`src/rtl/cache_refill_unit.sv`:
```
// ---------------------------------------------------------------------------
// cache_refill_unit
//   Memory-side refill engine for the instruction cache. On a miss it latches
//   the line-aligned base address, then reads the four words of that line
//   from word-wide instruction memory, one per mem_read/mem_ready handshake,
//   and presents the assembled line on data_line with a one-cycle line_valid.
//
// Ports
//   clock         system clock, all state updates on posedge
//   reset         synchronous, active-high
//   miss_req      miss request level, sampled only while idle
//   miss_address  missed byte address (any alignment)
//   mem_read      read request to instruction memory (high while fetching)
//   mem_address   byte address of the word being read (line base + 4*k)
//   mem_data      read data, valid when mem_ready=1
//   mem_ready     memory has mem_data for the current mem_address
//   data_line     last complete line; word at offset 0 in the top word slot
//   line_valid    one-cycle pulse when data_line holds a freshly fetched line
//   busy          high while fetching or completing; miss_req ignored then
// ---------------------------------------------------------------------------
module cache_refill_unit #(
  parameter int ADDR_WIDTH = 32,
  parameter int WORD_WIDTH = 32
) (
  input  logic                      clock,
  input  logic                      reset,
  input  logic                      miss_req,
  input  logic [ADDR_WIDTH-1:0]     miss_address,
  output logic                      mem_read,
  output logic [ADDR_WIDTH-1:0]     mem_address,
  input  logic [WORD_WIDTH-1:0]     mem_data,
  input  logic                      mem_ready,
  output logic [4*WORD_WIDTH-1:0]   data_line,
  output logic                      line_valid,
  output logic                      busy
);

  localparam int WORD_BYTES = WORD_WIDTH / 8;
  localparam int LINE_BYTES = 4 * WORD_BYTES;
  localparam int WORD_SHIFT = $clog2(WORD_BYTES);

  typedef enum logic [1:0] {
    S_IDLE,
    S_FETCH,
    S_DONE
  } state_t;

  state_t                    state_q, state_d;
  logic [ADDR_WIDTH-1:0]     base_q, base_d;
  logic [1:0]                k_q, k_d;
  // Only words 0..2 are buffered; word 3 goes straight into data_line so a
  // partially filled line is never visible on the output.
  logic [WORD_WIDTH-1:0]     buf_q [3];
  logic [WORD_WIDTH-1:0]     buf_d [3];
  logic [4*WORD_WIDTH-1:0]   data_line_q, data_line_d;

  always_comb begin
    state_d     = state_q;
    base_d      = base_q;
    k_d         = k_q;
    buf_d       = buf_q;
    data_line_d = data_line_q;
    mem_read    = 1'b0;
    line_valid  = 1'b0;
    busy        = 1'b0;

    case (state_q)
      S_IDLE: begin
        if (miss_req) begin
          // Masking with a constant keeps every address bit in use.
          base_d  = miss_address & ~ADDR_WIDTH'(LINE_BYTES - 1);
          k_d     = '0;
          state_d = S_FETCH;
        end
      end

      S_FETCH: begin
        mem_read = 1'b1;
        busy     = 1'b1;
        if (mem_ready) begin
          case (k_q)
            2'd0: buf_d[0] = mem_data;
            2'd1: buf_d[1] = mem_data;
            2'd2: buf_d[2] = mem_data;
            default: begin
              data_line_d = {buf_q[0], buf_q[1], buf_q[2], mem_data};
              state_d     = S_DONE;
            end
          endcase
          if (k_q != 2'd3) begin
            k_d = k_q + 2'd1;
          end
        end
      end

      S_DONE: begin
        line_valid = 1'b1;
        busy       = 1'b1;
        state_d    = S_IDLE;
      end

      default: state_d = S_IDLE;
    endcase
  end

  // Wraps modulo 2^ADDR_WIDTH; k never carries into the base.
  assign mem_address = base_q + (ADDR_WIDTH'(k_q) << WORD_SHIFT);
  assign data_line   = data_line_q;

  always_ff @(posedge clock) begin
    if (reset) begin
      state_q     <= S_IDLE;
      base_q      <= '0;
      k_q         <= '0;
      buf_q       <= '{default: '0};
      data_line_q <= '0;
    end else begin
      state_q     <= state_d;
      base_q      <= base_d;
      k_q         <= k_d;
      buf_q       <= buf_d;
      data_line_q <= data_line_d;
    end
  end

endmodule

```
`config.mk`:
```
export PLATFORM = sky130hd
export DESIGN_NAME = cache_refill_unit
export DESIGN_NICKNAME = d
export VERILOG_FILES = /design/src/rtl/cache_refill_unit.sv
export SDC_FILE = /design/constraint.sdc
export NUM_CORES = 1
export LEC_CHECK = 0
export CELL_PAD_IN_SITES_DETAIL_PLACEMENT = 2
export CELL_PAD_IN_SITES_GLOBAL_PLACEMENT = 2
export CORE_MARGIN = 3
export CORE_UTILIZATION = 30
export DETAILED_ROUTE_END_ITERATION = 12
export PLACE_DENSITY = 0.84
export SLEW_MARGIN = 20
export SYNTH_ARGS = -nofsm -noshare
export SYNTH_HDL_FRONTEND = slang
export SYNTH_SLANG_ARGS = --single-unit
```
`constraint.sdc`:
```
create_clock -name clock -period 2.8 [get_ports clock]
set_input_delay 0.42 -clock clock [delete_from_list [all_inputs] [get_ports clock]]
set_output_delay 0.42 -clock clock [all_outputs]
set_load 0.02 [all_outputs]
```
* Word-level counts from Yosys, hierarchy flattened
Index checks and enable logic that the tools add are counted.
Word-level totals: register bits 256, bits of input ports 68, output and inout port bits 163, logic and storage cells 42
Operators by class: add/sub/neg operators 2, eq/ne operators 9, mux-type cells 11, bitwise operators 1, reduce and logical (&&, ||, !) cells 12
Operators with widths (count):
- $add A32 B4 Y32 | 1
- $reduce_and A3 Y1 | 5
- $mux W2 | 6
- $ne A2 B2 Y1 const B | 5
- $pmux W2 S2 | 2
- $eq A2 B1 Y1 const B | 2
- $eq A2 B2 Y1 const B | 2
- $logic_not A2 Y1 | 2
- $reduce_and A4 Y1 | 1
- $mux W1 | 3
- $reduce_or A3 Y1 | 1
- $add A2 B1 Y2 const B | 1
- $reduce_and A2 Y1 | 1
- $reduce_bool A2 Y1 | 1
- $reduce_or A2 Y1 | 1
- $not A1 Y1 | 1

* Depth between registers and ports, before layout
depth after elaboration 5, gate-level depth with buffers 8, mapped depth without buffers 5

* Least setup slack after synthesis
Ideal clock, no wire load.
path type register to register, start point register k_q[0], end point register buf_q[1] in the netlist's numbering, library setup time 0.132 ns, data arrival time 1.381 ns, required time 2.668 ns, path slack 1.287 ns, stages on the path, launching flop included 8, path buffers 2, clock period less this slack 1.513 ns, cells stage by stage dfxtp_1 -> inv_1 -> ha_1 -> and3_1 -> buf_2 -> buf_4 -> nand2_1 -> a21oi_1
On the way: longest elaborated chain between the ends 2
RTL lines:
- from (decl) | line 50 | logic [1:0] k_q, k_d;
- from (signal assigned) | line 120 | k_q <= k_d;
- $eq A2 B2 Y1 | line 81 | case (k_q)
- $reduce_and A3 Y1 (no source line)
- to (signal assigned) | line 121 | buf_q <= buf_d;
- to (decl) | line 53 | logic [WORD_WIDTH-1:0] buf_q [3];
No other way between the ends. A chain may end at the register's enable or synchronous reset.

* Worst setup path after layout
start point register state_q[1], end point output mem_read
On the way: longest elaborated chain between the ends 2
RTL lines:
- from (decl) | line 48 | state_t state_q, state_d;
- from (signal assigned) | line 118 | state_q <= state_d;
- $eq A2 B1 Y1 | line 67 | case (state_q)
- $mux W1 | line 67
- to (decl) | line 29 | output logic mem_read,
No other way between the ends.

==> results.toml <==
[run_status]
outcome = "complete, no violations"

[critical_path]
worstPathRequired_ps = 2380
arrival_ps = 2020
r2r_cells = 6
r2r_slack_ps = 1000
end_kind = "primary output"
rr_endpoint = "buf_q[17]"
r2r-start = "state_q[1]"
cp_max_fo = 10
critical_path_class = "register to primary output"
start_kind = "register"

[global_routing]
grt_pass1_vias = 9052
antenna_found_initial = 0
grt.met2_usage_pct = 32.5
met3_usage_pct = 5.11
met1_usage_pct = 23.3
grt_usage_pct = 18.7
grt_first_pass_wirelength_um = 49900
grt-ovfl-total = 0
grt_max_degree = 97
top_usage_layer = "met2"

[sta]
fin_tns_setup_ps = 0
fin_worst_skew_ps = 7.97
finalCritPeriodShare_pct = 87.2
post-route-min-period_ps = 2440
finalSetupViolCount = 0
rsz0062_at_grt = "no"
fmax_mhz = 410
report.final.hold_viol_count = 0
finalMaxSlewViolations = 0

[clock_network]
cts_max_level = 1
cts.sink_count = 256
root_buffer = "clkbuf_16"
cts_tree = "done"
cts_buffers = 28
clockBufferDepth = 3
cts_setup_buffers = 0
cts-hold-fix-buffers = 0
clk_latency_ps = 530
ctsResizeCount = 0
clk_pin_slew_ps = 60

[floorplan]
coreArea_um2 = 29800
die_y_um = 180
fp-row-count = 63
initial_core_util_pct = 30.5
io_pins = 231
die_width_um = 180
die_area_um2 = 32500

[synthesis]
synth_seq_cells = 256
syn_area_um2 = 9100
synth_compound_area_share_pct = 14.0
synth_fa_ha_area_share_pct = 1.38
synth_warnings = 0
synth_top_family_by_area = "simple AND/OR/NAND/NOR gates"
async_flop_share_pct = 0
synthXorXnorAreaFrac_pct = 0
ys_seq_area_share_pct = 56.3
ys_types = 19
postSynthAreaPerCell_um2 = 7.97
synth-simple-area-share_pct = 22.0
synthMuxAreaShare_pct = 0.440
ys_dominant_reg_cell = "dfxtp_1"
synth-edff-count = 0
syn_inst = 1142

[pwr]
switching_share_pct = 25.6
clkPwrFrac_pct = 42.1
combPwrFrac_pct = 12.4
p_seq_share_pct = 45.5
p_switching_w = 0.00219
intPower_w = 0.00637
p_per_area_nw_per_um2 = 688
peakVddDrop_mv = 0.487
leakage_nw = 4.13
power_w = 0.00856

[place]
gp_congestion = 0.730
port_buffers = 224
dp_cells = 1687
dp_hpwl_um = 21000

[min_path]
hold_class = "input pin to register"
holdPathEnd = "base_q[4]"
worstHoldStart = "reset"
whs_path_depth = 2

[cells_and_area]
diodes = 0
fillCellCount = 3353
area_delta_synth_final_pct = 36.7
drive_above_1_share_pct = 4.32
final_nets = 1405
multi_input_area_um2 = 3460
layoutNonFillerInstCount = 1734
seqCellArea_um2 = 5120

[drt]
drt_iter0_drc = 305
first_pass_iters = 4
drc_errors = 0
avgViaCountPerCell = 4.79
routedWlPerCell_um = 18.1
wirelength_um = 31300
ant_nets = 0
vias = 8313

[job]
max_cap_violations = 0
==> registers in the layout, summed over array words and instances (netlist names) <==
register	cells
data_line	128
buf_q	96
base_q	28
k_q	2
state_q	2
==> kinds of logic (layout without fill, tap and decap cells) <==
kind of cell | Yosys count | count (layout)
and+or+nand+nor | 526 | 526
buffers and inverters | 91 | 292
muxes | 4 | 4
adders and majority gates | 10 | 10
DFF | 256 | 256
AOI/OAI and AO/OA | 254 | 254
other | 1 | 2
==> worst max path at each step <==
stage / slack [ps] / endpoint / startpoint / depth (start not counted)
final: 360 / mem_read / state_q[1] / 3
after detailed placement: 650 / data_line[80] / mem_ready / 5
after CTS: 320 / mem_read / state_q[1] / 3
after global placement: 720 / data_line[81] / mem_ready / 5
after floorplan: 1290 / buf_q[1] / k_q[0] / 7
after global routing: 210 / mem_read / state_q[1] / 3
==> worst max-delay path, cell delays in order, from the launching register on <==
cell and delay, ps:
dfxtp_1 320, inv_1 120, ha_1 370, clkdlybuf4s50_1 680
==> cell usage in the layout, fill, tap and decap left out, types with 3 or more instances in the layout <==
master / Yosys / routed
and3_1: 4 / 3
clkdlybuf4s50_1: 0 / 223
clkbuf_16: 0 / 29
a21oi_1: 253 / 253
ha_1: 10 / 10
buf_12: 0 / 7
nand2_1: 512 / 512
dfxtp_1: 256 / 256
mux2i_1: 4 / 4
nand3_1: 6 / 5
clkbuf_8: 0 / 8
buf_4: 14 / 9
clkbuf_1: 20 / 8
inv_1: 5 / 5
==> stage by stage <==
step                      hold slack [ps]  setup WS (ps)  area [um^2]  util [%]
after global placement                438            721        11500      38.8
after detailed placement              449            647        11500      38.8
after global routing                  407            215        12400      41.8
after floorplan                       432           1290         9100         -
after CTS                             375            319        12400      41.8
final                                 383            359        12400      41.8
==> cell usage after synthesis (all sizes together), types with 4 or more instances <==
| cell type | count | share of area, % |
|---|---|---|
| mux2i | 4 | 0.44 |
| dfxtp | 256 | 56 |
| nand2 | 512 | 21 |
| nand3 | 6 | 0.33 |
| and3 | 4 | 0.27 |
| ha | 10 | 1.4 |
| inv | 5 | 0.21 |
| clkbuf | 20 | 0.83 |
| buf | 66 | 4.8 |
| a21oi | 253 | 14 |
==> power groups by stage <==
stage / sequential [W] / clock [W] / combinational [W]
after floorplan: 0.00404 / 0 / 0.000523
after global routing: 0.00392 / 0.00386 / 0.00118
final: 0.00390 / 0.00360 / 0.00106
after detailed placement: 0.00397 / 0 / 0.00108
after CTS: 0.00390 / 0.00371 / 0.00109
after global placement: 0.00396 / 0 / 0.00104
==> layer usage <==
metal,vias up,wire [um],share of wire [%]
li1,4010,-,-
met1,4089,13700,44
met5,-,0,0
met4,0,610,1.9
met2,175,14900,48
met3,39,2090,6.7
==> cell type report <==
type	count	share of cell area, %
sequential	256	41.2
clock inverter	3	0.322
clock buffer	44	6.85
timing repair buffer	240	19.7
multi-input combinational	796	27.8
inverter	5	0.151
tap	390	3.92
(Power assumes the default switching activity.)
